[src/rtl/counter_ctrl_pkg.sv]
// Shared types for the counter sequencer: FSM states, job record, default widths.
// COUNTER_CTRL_ABORT_EN (optional, see counter_ctrl) does not change anything here.
package counter_ctrl_pkg;

  localparam int CC_WIDTH    = 4;
  localparam int CC_STEP_W   = 4;
  localparam int CC_MAX_NREQ = 8;
  localparam int CC_ID_W     = $clog2(CC_MAX_NREQ);

  typedef enum logic [1:0] {
    IDLE = 2'd0,
    LOAD = 2'd1,
    RUN  = 2'd2,
    RESP = 2'd3
  } state_t;

  // The id field is sized for the largest supported requester count.
  typedef struct packed {
    logic [CC_WIDTH-1:0]  start;
    logic                 up;
    logic [CC_STEP_W-1:0] steps;
    logic [CC_ID_W-1:0]   id;
  } job_t;

  function automatic int wrap_inc(input int idx, input int n);
    return (idx + 1 >= n) ? 0 : idx + 1;
  endfunction

endpackage

[src/rtl/counter_ctrl_if.sv]
// Job request / response bundle between requesters (master) and counter_ctrl (slave).
// Requests: per-requester valid/ready; response: single valid/ready channel with owner id.
interface counter_ctrl_if
  import counter_ctrl_pkg::*;
#(
  parameter int WIDTH  = CC_WIDTH,
  parameter int STEP_W = CC_STEP_W,
  parameter int NREQ   = 2
);
  localparam int IDW = $clog2(NREQ);

  logic [NREQ-1:0]        req_valid;
  logic [NREQ-1:0]        req_ready;
  logic [NREQ*WIDTH-1:0]  req_start;
  logic [NREQ-1:0]        req_up;
  logic [NREQ*STEP_W-1:0] req_steps;

  logic                   rsp_valid;
  logic                   rsp_ready;
  logic [WIDTH-1:0]       rsp_data;
  logic [IDW-1:0]         rsp_id;

  modport master (
    output req_valid, req_start, req_up, req_steps, rsp_ready,
    input  req_ready, rsp_valid, rsp_data, rsp_id
  );

  modport slave (
    input  req_valid, req_start, req_up, req_steps, rsp_ready,
    output req_ready, rsp_valid, rsp_data, rsp_id
  );

endinterface

[src/rtl/counter_ctrl_rr_arb.sv]
// Round-robin arbiter: combinational one-hot grant from req, search starts after the last winner.
// Pointer moves only when the parent reports the grant was accepted; reset gives requester 0 priority.
module counter_ctrl_rr_arb
  import counter_ctrl_pkg::*;
#(
  parameter int NREQ = 2
) (
  input  logic            clk,
  input  logic            rst,
  input  logic [NREQ-1:0] req,
  input  logic            accept,
  output logic [NREQ-1:0] gnt
);
  localparam int IDW = $clog2(NREQ);

  logic [IDW-1:0] ptr_q;
  logic [IDW-1:0] gnt_idx;
  logic           found;

  always_comb begin
    int k;
    gnt     = '0;
    gnt_idx = ptr_q;
    found   = 1'b0;
    k       = 0;
    for (int i = 0; i < NREQ; i++) begin
      k = int'(ptr_q) + i;
      if (k >= NREQ) begin
        k = k - NREQ;
      end
      if (!found && req[k]) begin
        found   = 1'b1;
        gnt_idx = IDW'(k);
      end
    end
    if (found) begin
      gnt[gnt_idx] = 1'b1;
    end
  end

  always_ff @(posedge clk) begin
    if (rst) begin
      ptr_q <= '0;
    end else if (accept && found) begin
      ptr_q <= IDW'(wrap_inc(int'(gnt_idx), NREQ));
    end
  end

endmodule

[src/rtl/counter_ctrl.sv]
// Sequences jobs onto an external loadable up/down counter: load, step N cycles, hold, report.
// Latency steps+2 cycles from accept to rsp_valid; optional COUNTER_CTRL_ABORT_EN cuts RUN short.
module counter_ctrl
  import counter_ctrl_pkg::*;
#(
  parameter int WIDTH  = CC_WIDTH,
  parameter int STEP_W = CC_STEP_W,
  parameter int NREQ   = 2
) (
  input  logic             clk,
  input  logic             rst,
  counter_ctrl_if.slave    bus,
  output logic             cnt_load,
  output logic             cnt_updown,
  output logic [WIDTH-1:0] cnt_data,
  input  logic [WIDTH-1:0] cnt_q
`ifdef COUNTER_CTRL_ABORT_EN
  ,
  input  logic             abort,
  output logic             rsp_aborted
`endif
);
  localparam int IDW = $clog2(NREQ);

  state_t            state_q, state_d;
  job_t              job_q, job_in;
  logic [STEP_W-1:0] steps_left_q;
  logic [NREQ-1:0]   gnt;
  logic              idle;
  logic              accept;
  logic              run_abort;

  // Requests are only visible while idle and out of reset.
  assign idle   = (state_q == IDLE) && !rst;
  assign accept = idle && (|gnt);

  counter_ctrl_rr_arb #(
    .NREQ (NREQ)
  ) u_arb (
    .clk    (clk),
    .rst    (rst),
    .req    (bus.req_valid),
    .accept (accept),
    .gnt    (gnt)
  );

  assign bus.req_ready = idle ? gnt : '0;

  always_comb begin
    job_in = '0;
    for (int i = 0; i < NREQ; i++) begin
      if (gnt[i]) begin
        job_in.start = CC_WIDTH'(bus.req_start[i*WIDTH +: WIDTH]);
        job_in.up    = bus.req_up[i];
        job_in.steps = CC_STEP_W'(bus.req_steps[i*STEP_W +: STEP_W]);
        job_in.id    = CC_ID_W'(i);
      end
    end
  end

`ifdef COUNTER_CTRL_ABORT_EN
  assign run_abort = abort;
`else
  assign run_abort = 1'b0;
`endif

  // The counter has no enable, so every non-RUN state reloads it with its own value.
  always_comb begin
    state_d       = state_q;
    cnt_load      = 1'b1;
    cnt_updown    = 1'b0;
    cnt_data      = cnt_q;
    bus.rsp_valid = 1'b0;
    case (state_q)
      IDLE: begin
        if (accept) begin
          state_d = LOAD;
        end
      end
      LOAD: begin
        cnt_data = WIDTH'(job_q.start);
        state_d  = (job_q.steps != '0) ? RUN : RESP;
      end
      RUN: begin
        cnt_load   = 1'b0;
        cnt_updown = job_q.up;
        if (run_abort || (steps_left_q == STEP_W'(1))) begin
          state_d = RESP;
        end
      end
      RESP: begin
        bus.rsp_valid = 1'b1;
        if (bus.rsp_ready) begin
          state_d = IDLE;
        end
      end
      default: begin
        state_d = IDLE;
      end
    endcase
  end

  assign bus.rsp_data = cnt_q;
  assign bus.rsp_id   = IDW'(job_q.id);

  always_ff @(posedge clk) begin
    if (rst) begin
      state_q      <= IDLE;
      job_q        <= '0;
      steps_left_q <= '0;
    end else begin
      state_q <= state_d;
      if (accept) begin
        job_q        <= job_in;
        steps_left_q <= STEP_W'(job_in.steps);
      end else if (state_q == RUN) begin
        steps_left_q <= steps_left_q - STEP_W'(1);
      end
    end
  end

`ifdef COUNTER_CTRL_ABORT_EN
  logic aborted_q;

  always_ff @(posedge clk) begin
    if (rst) begin
      aborted_q <= 1'b0;
    end else if (accept) begin
      aborted_q <= 1'b0;
    end else if ((state_q == RUN) && abort) begin
      aborted_q <= 1'b1;
    end
  end

  assign rsp_aborted = aborted_q;
`endif

endmodule

[src/flat_wrapper.sv]
// flat-port wrapper written by rule: the top's interface ports become plain ports
module counter_ctrl_flat import counter_ctrl_pkg::*;
#(
  parameter int WIDTH  = CC_WIDTH,
  parameter int STEP_W = CC_STEP_W,
  parameter int NREQ   = 2
)
  (clk, rst, cnt_load, cnt_updown, cnt_data, cnt_q, bus_req_valid, bus_req_start, bus_req_up, bus_req_steps, bus_rsp_ready, bus_req_ready, bus_rsp_valid, bus_rsp_data, bus_rsp_id);
  counter_ctrl_if #(.WIDTH(WIDTH), .STEP_W(STEP_W), .NREQ(NREQ)) bus_i ();
  input  logic clk;
  input  logic rst;
  output logic cnt_load;
  output logic cnt_updown;
  output logic [WIDTH-1:0] cnt_data;
  input  logic [WIDTH-1:0] cnt_q;
  input wire logic [$bits(bus_i.req_valid)-1:0] bus_req_valid;
  input wire logic [$bits(bus_i.req_start)-1:0] bus_req_start;
  input wire logic [$bits(bus_i.req_up)-1:0] bus_req_up;
  input wire logic [$bits(bus_i.req_steps)-1:0] bus_req_steps;
  input wire logic [$bits(bus_i.rsp_ready)-1:0] bus_rsp_ready;
  output wire logic [$bits(bus_i.req_ready)-1:0] bus_req_ready;
  output wire logic [$bits(bus_i.rsp_valid)-1:0] bus_rsp_valid;
  output wire logic [$bits(bus_i.rsp_data)-1:0] bus_rsp_data;
  output wire logic [$bits(bus_i.rsp_id)-1:0] bus_rsp_id;
  assign bus_i.req_valid = bus_req_valid;
  assign bus_i.req_start = bus_req_start;
  assign bus_i.req_up = bus_req_up;
  assign bus_i.req_steps = bus_req_steps;
  assign bus_i.rsp_ready = bus_rsp_ready;
  assign bus_req_ready = bus_i.req_ready;
  assign bus_rsp_valid = bus_i.rsp_valid;
  assign bus_rsp_data = bus_i.rsp_data;
  assign bus_rsp_id = bus_i.rsp_id;
  counter_ctrl #(.WIDTH(WIDTH), .STEP_W(STEP_W), .NREQ(NREQ)) u_core (.clk(clk), .rst(rst), .bus(bus_i), .cnt_load(cnt_load), .cnt_updown(cnt_updown), .cnt_data(cnt_data), .cnt_q(cnt_q));
endmodule
[config.mk]
export PLATFORM = sky130hd
export DESIGN_NAME = counter_ctrl_flat
export DESIGN_NICKNAME = d
export VERILOG_FILES = /design/src/rtl/counter_ctrl_pkg.sv /design/src/rtl/counter_ctrl_if.sv /design/src/rtl/counter_ctrl_rr_arb.sv /design/src/rtl/counter_ctrl.sv /design/src/flat_wrapper.sv
export SDC_FILE = /design/constraint.sdc
export NUM_CORES = 1
export LEC_CHECK = 0
export ABC_AREA = 1
export CAP_MARGIN = 20
export CORE_MARGIN = 2
export CORE_UTILIZATION = 45
export CTS_BUF_LIST = sky130_fd_sc_hd__clkbuf_8 sky130_fd_sc_hd__clkbuf_16
export CTS_CLUSTER_DIAMETER = 40
export DETAILED_ROUTE_END_ITERATION = 10
export PLACE_DENSITY = 0.82
export SLEW_MARGIN = 10
export SYNTH_ARGS = -nofsm -noshare
export SYNTH_HDL_FRONTEND = slang
export SYNTH_SLANG_ARGS = --single-unit
[constraint.sdc]
create_clock -name clk -period 3.15 [get_ports clk]
set_input_delay 0.63 -clock clk [delete_from_list [all_inputs] [get_ports clk]]
set_output_delay 0.63 -clock clk [all_outputs]
set_load 0.05 [all_outputs]
-- Word level (Yosys, flattened, before mapping)
Index checks and enable logic that the tools add are counted.
- flip-flop bits (word level): 17
- input port bits: 27
- output and inout bits: 14
- word-level logic and storage cells: 68
- $add $sub $neg: 5
- order comparisons: 7
- equality and inequality tests: 7
- muxes and demuxes: 30
- reductions and logical operators: 12
- operators by type and width (kind ; number):
    32-bit by 3-bit less-than comparator with 1-bit output (second input constant) ; 2
    32-bit 2-to-1 mux ; 2
    12-bit 2-to-1 mux ; 2
    1-bit 2-to-1 mux ; 16
    4-bit 2-to-1 mux ; 3
    2-bit 2-to-1 mux ; 5
    2-bit one-hot mux with 4 select lines ; 1
    1-bit logical AND ; 5
    1-bit by 1-bit adder with 2-bit output (second input constant) ; 2
    2-bit equality test (second input constant) ; 2
    4-bit by 1-bit equality test with 1-bit output (second input constant) ; 1
    2-bit greater-or-equal comparator (second input constant) ; 2
    2-bit != test (second input constant) ; 2
    4-bit nonzero test ; 1
    4-bit by 1-bit subtractor with 4-bit output (second input constant) ; 1
    3-bit AND reduction ; 1
    1-bit by 2-bit subtractor with 3-bit output (second input constant) ; 1
    2-bit by 2-bit subtractor with 3-bit output (second input constant) ; 1
    2-bit by 1-bit equality test with 1-bit output (second input constant) ; 1
    1-bit by 2-bit greater-or-equal comparator with 1-bit output (second input constant) ; 1
    1-bit logical NOT ; 2
    2-bit logical NOT ; 1
    1-bit by 2-bit less-than comparator with 1-bit output (second input constant) ; 1
    2-bit by 1-bit != test with 1-bit output (second input constant) ; 1
    other kinds (4) ; 4

-- Logic depth before layout (Yosys ltp)
Gate-level depths: netlist of run 1.
- word-level depth: 18
- mapped depth: 10
- depth with buffers taken out: 10

-- Modules after synthesis
From an unflattened synthesis of run 1, not the netlist that was laid out.
- cell total of the unflattened synthesis: 162
- area total of the unflattened synthesis: 1104.8 um^2
- modules (own cells, without submodules) (module ; times used ; cells an instance ; area each (um^2) ; seq. area each (um^2)):
    counter_ctrl ; 1 ; 154 ; 1044.8 ; 320.3
    counter_ctrl_rr_arb ; 1 ; 8 ; 60.1 ; 20.0

-- Worst setup path before layout of run 1
No wires, ideal clock.
- kind: input-to-output
- start point: input port rst
- end point: output port bus_req_ready[1]
- data arrival time: 1.954 ns
- data required time: 2.520 ns
- slack: 0.566 ns
- stages: 3
- path buffers: 0
- cells stage by stage: inv_2 -> nand2_2 -> nor3_1
- cells in the longest elaborated chain, start to end: 3
- RTL lines (what ; line ; text):
    from (decl) ; flat_wrapper.sv:11 ; input logic rst;
    1-bit logical NOT ; counter_ctrl.sv:34 ; assign idle = (state_q == IDLE) && !rst;
    1-bit logical AND ; counter_ctrl.sv:34 ;
    2-bit 2-to-1 mux ; counter_ctrl.sv:47 ; assign bus.req_ready = idle ? gnt : '0;
    to (decl) ; flat_wrapper.sv:21 ; output wire logic [$bits(bus_i.req_ready)-1:0] bus_req_ready;
No other way between the ends.

-- Worst setup path in the final report of run 1
- start point: register u_core.state_q[1]
- end point: output port cnt_data[2]
- cells in the longest elaborated chain, start to end: 2
- RTL lines (what ; line ; text):
    from (decl) ; counter_ctrl.sv:25 ; state_t state_q, state_d;
    from (signal assigned) ; counter_ctrl.sv:112 ; state_q <= state_d;
    2-bit by 1-bit equality test with 1-bit output ; counter_ctrl.sv:74 ; case (state_q)
    4-bit 2-to-1 mux ; counter_ctrl.sv:74 ;
    to (decl) ; flat_wrapper.sv:14 ; output logic [WIDTH-1:0] cnt_data;
No other way between the ends.

==> results_dict.tcl, run 1 <==
set metrics [dict create \
    post_cts_resized 0 \
    setup_viol 0 \
    p_per_area_nw_per_um2 724.1 \
    maxCapViolations 0 \
    rsz0062_at_grt "false" \
    slew_viol_final 0 \
    tritoncts "built" \
    clock.fmax_mhz 366.0 \
    cts_buffers 3 \
    first_iter_violations 19 \
    worstReg2RegStart "u_core.state_q[0]" \
    met1_length_um 1121 \
    highest_layer "met4" \
    holdBufCountCts 0 \
    overflow 0 \
    final_cell_mix "nand2_1 (60), clkdlybuf4s50_1 (38), inv_1 (19)" \
    outcome "finished clean" \
    tns_ns 0 \
    power_frac_seq_pct 30.0 \
    clk_latency_ns 0.25 \
    dp_hpwl_um 2170 \
    power_frac_clock_pct 14.5 \
    synth_top_family_by_area "simple AND/OR/NAND/NOR gates" \
    muxShareOfSynthArea_pct 0 \
    hold_viol 0 \
    dieArea_um2 2825 \
    antenna_found_initial 0 \
    swShare_pct 45.38 \
    final.period_utilization_pct 86.75 \
    place_area_um2 1494 \
    htree_num_levels 1 \
    dp_slack_ns 0.4790 \
    cp_max_fo 6 \
    syn2layout_area_growth_pct 41.66 \
    viasPerCell 5.114 \
    mostFrequentLayoutCell "nand2_1" \
    total_power_mw 1.115 \
    yosys_most_used_dff "dfxtp_1" \
    ys_ff_latch 17 \
    grt_usage_pct 21.81 \
    vdd_drop_max_mv 0.5009 \
    syn-cell-area_um2 1087 \
    grt_pass1_vias 1130 \
    crit_start "u_core.state_q[1]" \
    rows 17 \
    cts_root_buf "clkbuf_8" \
    nNetsFinal 236 \
    grt_max_degree 15 \
    synth-xor-area-share_pct 0 \
    finalClockSkew_ns 0.001391 \
    clockBufferDepth 2 \
    post-route-cell-area_um2 1540 \
    synthAdderAreaFrac_pct 8.055 \
    diodes 0 \
    drc 0 \
    drt-total-wl_um 2786 \
    path_clk_slew_ns 0.07 \
    chipWidth_um 53.16 \
    end_kind "output port" \
    grt_pass1_wl_um 4485 \
    numPortBuffers 40 \
    synth.distinct_cells 23 \
    comb_power_share_pct 55.5 \
    synth-simple-area-share_pct 32.45 \
    yosysWarnings 0 \
    syn-num-nets 196 \
    first_pass_iters 4 \
    synthCells 162 \
    drtAntennaViolNets 0 \
    met3WireLength_um 138 \
    cts_sinks 17 \
    start_util_pct 48.22 \
    post_cts_buffers 0 \
    crit_path_start_kind "flip-flop" \
    wl_met2_um 1518 \
    hp-start "u_core.job_q[3]" \
    cp.arrival_ns 2.10 \
    worstMarginPinSlew_ns 0.5087 \
    core_um2 2255 \
    p_int_uw 609.2 \
    final_util_pct 68.31 \
    io_pins 41 \
    fin_crit_ns 2.733 \
    place_congestion 0.8682 \
    crit_type "reg -> out" \
    vias 1171 \
    drive_gt1_share_pct 11.44 \
    synth_compound_area_share_pct 15.07 \
    required_ns 2.52 \
    p_leak_nw 0.7187 \
    min_path_type "reg -> reg" \
    syn_area_per_cell_um2 6.712 \
    ys_seq_area_share_pct 31.30 \
    die_h_um 53.16 \
    switching_power_uw 506.0 \
    max_slew_margin_pct 65.98 \
    setup_slack_ns 0.4174 \
    synth-edff-count 0 \
    synthArstFlopShare_pct 0 \
    wl_per_cell_um 12.17 \
]
-- power groups by stage --
stage                     logic, mW  registers, mW  clock network [mW]
final                         0.619          0.334               0.162
after detailed placement      0.617          0.335                   0
after global routing          0.682          0.338               0.171
after CTS                     0.622          0.331               0.163
after floorplan               0.445          0.329                   0
after global placement        0.597          0.332                   0
-- cells in the mapped netlist, types with 2 or more instances --
cell     count  area (um2)
a21oi_1     16       80.08
inv_2        2       7.510
ha_1         7       87.58
buf_4        4       30.03
nand2_1     60       225.2
nor2_1       8       30.03
inv_1       19       71.32
a31o_2       5       43.79
o21ai_0      2       10.01
dfxtp_1     17       340.3
nand3_1      5       25.02
nor2_2       3       18.77
buf_6        3       33.78
nand2_2      2       12.51
-- cells by family after synthesis --
logic type	Yosys count
simple gates	83
buf+inv	28
compound gates	27
flops	17
fa+ha+maj	7
-- worst max-delay path, cell delays in order, from the launching register on --
cell	delay (ns)
dfxtp_1	0.40
inv_1	0.11
ha_1	0.27
inv_1	0.14
nand2_1	0.07
nand2_1	0.06
clkdlybuf4s50_1	0.79
-- metrics by stage --
step | hold slack (ns) | instances
3_3_place_gp | 0.4550 | 225
4_1_cts | 0.4730 | 229
2_1_floorplan | 0.4412 | 162
6_report | 0.4711 | 229
3_5_place_dp | 0.4627 | 225
5_1_grt | 0.5025 | 229
-- path summary, 6_finish.rpt --
check	end	slack [ns]	cells past startpoint
worst max-delay path	cnt_data[2]	0.42	6
worst min-delay path	u_core.job_q[3]	0.47	2
worst max register to register	u_core.steps_left_q[2]	1.50	8
worst min register to register	u_core.job_q[3]	0.47	2
-- cell type report --
type / count / area [um2]
well taps: 28 / 35.03
inverters: 21 / 78.83
repair buffers: 42 / 435.4
clock inverters: 1 / 5.005
fillers: 193 / 714.4
flip-flops and latches: 17 / 340.3
multi-input cells: 117 / 604.3
clock buffers: 3 / 41.29
-- state kept, by name, indices dropped and copies added (netlist names) --
| name | count |
|---|---|
| u_core.job_q | 9 |
| u_core.steps_left_q | 4 |
| u_core.state_q | 2 |
| u_core.bus.rsp_id | 1 |
| u_core.u_arb.ptr_q | 1 |
-- per-layer routing --
metal	vias up	track usage, %
met2	37	43.13
li1	586	-
met5	-	0
met3	2	1.977
met1	546	23.57
met4	0	7.692
No activity file was read; power rests on OpenSTA's default activity.
==> run 2: changes to the inputs <==
RECOVER_POWER = 100   (was default)
SETUP_SLACK_MARGIN = 0.05   (was default)
==> results_dict.tcl, run 2 (synthesis results as in run 1) <==
set metrics [dict create \
    outcome "finished clean" \
    p_leak_nw 0.7184 \
    diodes 0 \
    power_frac_seq_pct 30.6 \
    htree_num_levels 1 \
    clockBufferDepth 2 \
    comb_power_share_pct 54.3 \
    mostFrequentLayoutCell "nand2_1" \
    io_pins 41 \
    start_util_pct 48.22 \
    grt_pass1_vias 1130 \
    total_power_mw 1.087 \
    final.period_utilization_pct 91.59 \
    holdBufCountCts 0 \
    setup_viol 0 \
    core_um2 2255 \
    post-route-cell-area_um2 1508 \
    numPortBuffers 40 \
    fin_crit_ns 2.885 \
    crit_chain "dlygate4sd3_1 > inv_1 > nand2_1 > nor2_1 > clkbuf_1" \
    required_ns 2.52 \
    clock.fmax_mhz 346.6 \
    first_pass_iters 4 \
    viasPerCell 5.092 \
    p_per_area_nw_per_um2 721.0 \
    cts_sinks 17 \
    die_h_um 53.16 \
    nNetsFinal 236 \
    grt_pass1_wl_um 4485 \
    final_util_pct 66.87 \
    drc 0 \
    regMostFlops "u_core.job_q" \
    wl_per_cell_um 12.22 \
    end_kind "output port" \
    cp.arrival_ns 2.25 \
    post_cts_resized 0 \
    min_path_type "reg -> reg" \
    grt_usage_pct 21.81 \
    cts_buffers 3 \
    syn2layout_area_growth_pct 38.67 \
    switching_power_uw 501.3 \
    cp_num_buf_inv 3 \
    crit_path_start_kind "input pin" \
    drt-total-wl_um 2798 \
    max_slew_margin_pct 46.68 \
    setup_slack_ns 0.2651 \
    rrSetupSlack_ns 1.25 \
    power_frac_clock_pct 15.1 \
    worstMarginPinSlew_ns 0.7968 \
    slew_viol_final 0 \
    dpl.cell_count 225 \
    tns_ns 0 \
    post_cts_buffers 0 \
    grt_max_degree 15 \
    top_regs "u_core.job_q (9), u_core.steps_left_q (4), u_core.state_q (2)" \
    largest_register_ffs 9 \
    maxCapViolations 0 \
    drive_gt1_share_pct 8.458 \
    rows 17 \
    vdd_drop_max_mv 0.4715 \
    cp_max_fo 9 \
    hold_slack_ns 0.4715 \
    tritoncts "built" \
    finalClockSkew_ns 0.0007387 \
    place_congestion 0.8682 \
    dp_slack_ns 0.4790 \
    drtAntennaViolNets 0 \
    slowest_stage "dlygate4sd3_1" \
    path_clk_slew_ns 0.07 \
    p_int_uw 585.7 \
    crit_type "in -> out" \
    cts_root_buf "clkbuf_8" \
    n_fill_cell 201 \
    crit_family "buffers and inverters" \
    fin_cells 229 \
    rsz0062_at_grt "false" \
    swShare_pct 46.11 \
    dp_hpwl_um 2170 \
    place_area_um2 1494 \
    cp_slowest_stage_delay_ns 0.56 \
    hold_viol 0 \
    ff_latch_area_um2 340.3 \
    vias 1166 \
    antenna_found_initial 0 \
    final_cell_mix "nand2_1 (62), clkdlybuf4s50_1 (25), inv_1 (20)" \
    overflow 0 \
    clk_latency_ns 0.25 \
    multiInputGateArea_um2 591.8 \
    dieArea_um2 2825 \
    first_iter_violations 19 \
    chipWidth_um 53.16 \
]
## run 2: cell count changes in the layout (fill, tap and decap cells not counted), moves of 2 or more
cell and delta:
clkbuf_1 +2, nand2_1 +2, dlygate4sd3_1 +13, clkdlybuf4s50_1 -13
nand2_2 -2
## run 2: power by group through the flow
| stage | Combinational (mW) | Sequential, mW | Clock, mW |
|---|---|---|---|
| 2_1_floorplan | 0.445 | 0.329 | 0 |
| 3_3_place_gp | 0.597 | 0.332 | 0 |
| 3_5_place_dp | 0.617 | 0.335 | 0 |
| 4_1_cts | 0.622 | 0.331 | 0.163 |
| 5_1_grt | 0.650 | 0.338 | 0.171 |
| 6_report | 0.590 | 0.333 | 0.164 |
## run 2: final timing paths
kind,start,end,depth (start not counted)
worst max-delay path,rst,bus_req_ready[0],5
worst min-delay path,u_core.job_q[3],u_core.job_q[3],2
worst max register to register,u_core.state_q[0],u_core.job_q[10],7
worst min register to register,u_core.job_q[3],u_core.job_q[3],2
## run 2: cell type report
class / count / area share, %
Tap cell: 28 / 2.324
Clock inverter: 1 / 0.3319
Sequential cell: 17 / 22.57
Timing Repair Buffer: 42 / 27.55
Inverter: 21 / 5.228
Clock buffer: 3 / 2.739
Multi-Input combinational cell: 117 / 39.25
## run 2: worst min-delay path, delay by kind of cell, from the launching register on
family	cells	cell delay (ns)
AOI/OAI and AO/OA	1	0.05
and+or+nand+nor	1	0.06
DFF	1	0.31
## run 2: per-layer routing
layer / part of all wire, % / track usage (%)
met5: 0 / 0
met3: 4.2 / 1.977
met2: 53 / 43.13
met4: 0.96 / 7.692
met1: 41 / 23.57
==> run 3: changes to the inputs <==
--- a/config.mk
+++ b/config.mk
@@ -14,2 +14,3 @@
 export DETAILED_ROUTE_END_ITERATION = 10
+export GPL_TIMING_DRIVEN = 0
 export PLACE_DENSITY = 0.82
@@ -20,2 +21,3 @@
 export SYNTH_HDL_FRONTEND = slang
+export SYNTH_HIERARCHICAL = 1
 export SYNTH_SLANG_ARGS = --single-unit
==> constraint.sdc (replaced) <==
create_clock -name clk -period 3.15 [get_ports clk]
set_input_delay 0.4725 -clock clk [delete_from_list [all_inputs] [get_ports clk]]
set_output_delay 0.4725 -clock clk [all_outputs]
set_load 0.05 [all_outputs]
==> results_dict.tcl, run 3 <==
set metrics [dict create \
    synthCells 162 \
    syn-cell-area_um2 1105 \
    required_ns 2.68 \
    grt_pass1_wl_um 4547 \
    syn_area_per_cell_um2 6.820 \
    regMostFlops "u_core/job_q" \
    holdBufCountCts 0 \
    post-route-cell-area_um2 1553 \
    path_clk_slew_ns 0.06 \
    viasPerCell 4.893 \
    multiInputGateArea_um2 598.1 \
    numPortBuffers 40 \
    n_fill_cell 208 \
    cts_root_buf "clkbuf_8" \
    htree_num_levels 1 \
    yosysWarnings 6 \
    yosysMostFrequentCell "nand2_1" \
    cts_buffers 3 \
    place_congestion 0.7950 \
    vias 1145 \
    clock.fmax_mhz 339.4 \
    crit_path_start_kind "input pin" \
    p_leak_nw 0.7176 \
    io_pins 41 \
    start_util_pct 48.54 \
    drc 0 \
    slew_viol_final 0 \
    drtAntennaViolNets 0 \
    finalClockSkew_ns 0.003954 \
    hold_slack_ns 0.4720 \
    synthTopCellsByCount "nand2_1 (49), nor2_1 (20), dfxtp_1 (17), inv_1 (17), o21ai_0 (10)" \
    outcome "finished clean" \
    mostFrequentLayoutCell "nand2_1" \
    grt_max_degree 12 \
    min_path_type "reg -> reg" \
    worstMarginPinSlew_ns 0.5388 \
    place_area_um2 1540 \
    first_pass_iters 4 \
    ff_latch_area_um2 340.3 \
    synth.distinct_cells 27 \
    cp_max_fo 3 \
    end_kind "output port" \
    drive_gt1_share_pct 9.223 \
    hold_viol 0 \
    p_per_area_nw_per_um2 634.7 \
    maxCapViolations 0 \
    wl_per_cell_um 12.28 \
    fin_crit_ns 2.947 \
    setup_viol 0 \
    first_iter_violations 40 \
    rows 17 \
    synth-edff-count 0 \
    final_cell_mix "nand2_1 (49), clkdlybuf4s50_1 (27), nor2_1 (21)" \
    clockBufferDepth 2 \
    dp_hpwl_um 2348 \
    max_slew_margin_pct 63.95 \
    tns_ns 0 \
    largest_register_ffs 9 \
    core_um2 2276 \
    syn-num-nets 195 \
    ys_ff_latch 17 \
    synth.area.top_cells "dfxtp_1 (31%), nand2_1 (17%), ha_1 (6.8%), nor2_1 (6.8%), inv_1 (5.8%)" \
    cts_sinks 17 \
    clk_latency_ns 0.25 \
    grt_usage_pct 21.56 \
    synth_area_leader_cell "dfxtp_1" \
    final.period_utilization_pct 93.54 \
    grt_pass1_vias 1100 \
    antenna_found_initial 0 \
    die_h_um 53.55 \
    cp.arrival_ns 2.47 \
    yosys_most_used_dff "dfxtp_1" \
    vdd_drop_max_mv 0.3676 \
    yosysTopAreaCellShare_pct 30.80 \
    rsz0062_at_grt "false" \
    diodes 0 \
    ys_seq_area_share_pct 30.80 \
    syn2layout_area_growth_pct 40.54 \
    synthArstFlopShare_pct 0 \
    dieArea_um2 2868 \
    nNetsFinal 240 \
    chipWidth_um 53.55 \
    crit_type "in -> out" \
    tritoncts "built" \
    overflow 0 \
    top_regs "u_core/job_q (9), u_core/steps_left_q (4), u_core/state_q (2)" \
    final_util_pct 68.22 \
    drt-total-wl_um 2873 \
]
-- run 3: per-layer routing --
layer  track usage (%)  vias up  wire (um)
li1                  -      593          -
met1             26.70      524       1252
met2             38.27       24       1533
met3             3.056        4         63
met4             6.838        0         23
met5                 0        -          0
-- run 3: final cells by class --
cell class              instances  share of cell area, %
multi-input cells             116                  38.52
flip-flops and latches         17                  21.92
clock buffers                   3                  2.659
well taps                      28                  2.256
inverters                      20                  4.996
repair buffers                 40                  25.71
clock inverters                 1                 0.2417
plain buffers                   9                  3.707
-- run 3: logic make-up after synthesis --
family | after synthesis | synth area share, %
simple gates | 79 | 31.14
buf+inv | 29 | 13.59
compound gates | 27 | 13.59
flops | 17 | 30.80
fa+ha+maj | 6 | 6.795
mux | 4 | 4.077
-- run 3: report_power, final --
part / total [mW] / leakage, nW / switching [mW] / internal (mW)
Combinational: 0.519 / 0.551 / 0.323 / 0.196
Clock: 0.159 / 0.0269 / 0.0726 / 0.0863
Sequential: 0.307 / 0.139 / 0.0401 / 0.267
Total: 0.985 / 0.718 / 0.436 / 0.549
-- run 3: final timing paths --
kind,start,end,slack [ns],cells past startpoint
max,bus_req_valid[0],bus_req_ready[0],0.20,5
min,u_core/job_q[5],u_core/job_q[5],0.47,2
max reg2reg,u_core/u_arb/ptr_q,u_core/steps_left_q[3],0.98,10
min reg2reg,u_core/job_q[5],u_core/job_q[5],0.47,2
-- run 3: timing repair --
item                       in CTS  in global routing
setup buffers                   0                  0
resized for setup               1                  0
setup endpoints to repair       1                  0
-- run 3: metrics by stage --
step / std cells / setup WS (ns) / power, mW
6_report: 234 / 0.2034 / 0.9855
5_1_grt: 234 / 0.1123 / 1.063
4_1_cts: 234 / 0.2128 / 1.019
3_5_place_dp: 230 / -0.008080 / 0.8588
3_3_place_gp: 230 / 0.03494 / 0.8330
2_1_floorplan: 162 / 0.9078 / 0.7006
-- run 3: critical path, stage by stage --
cell and delay (ns):
clkdlybuf4s50_1 0.51, a21boi_0 0.42, inv_1 0.13, nor2_1 0.12
clkdlybuf4s50_1 0.80
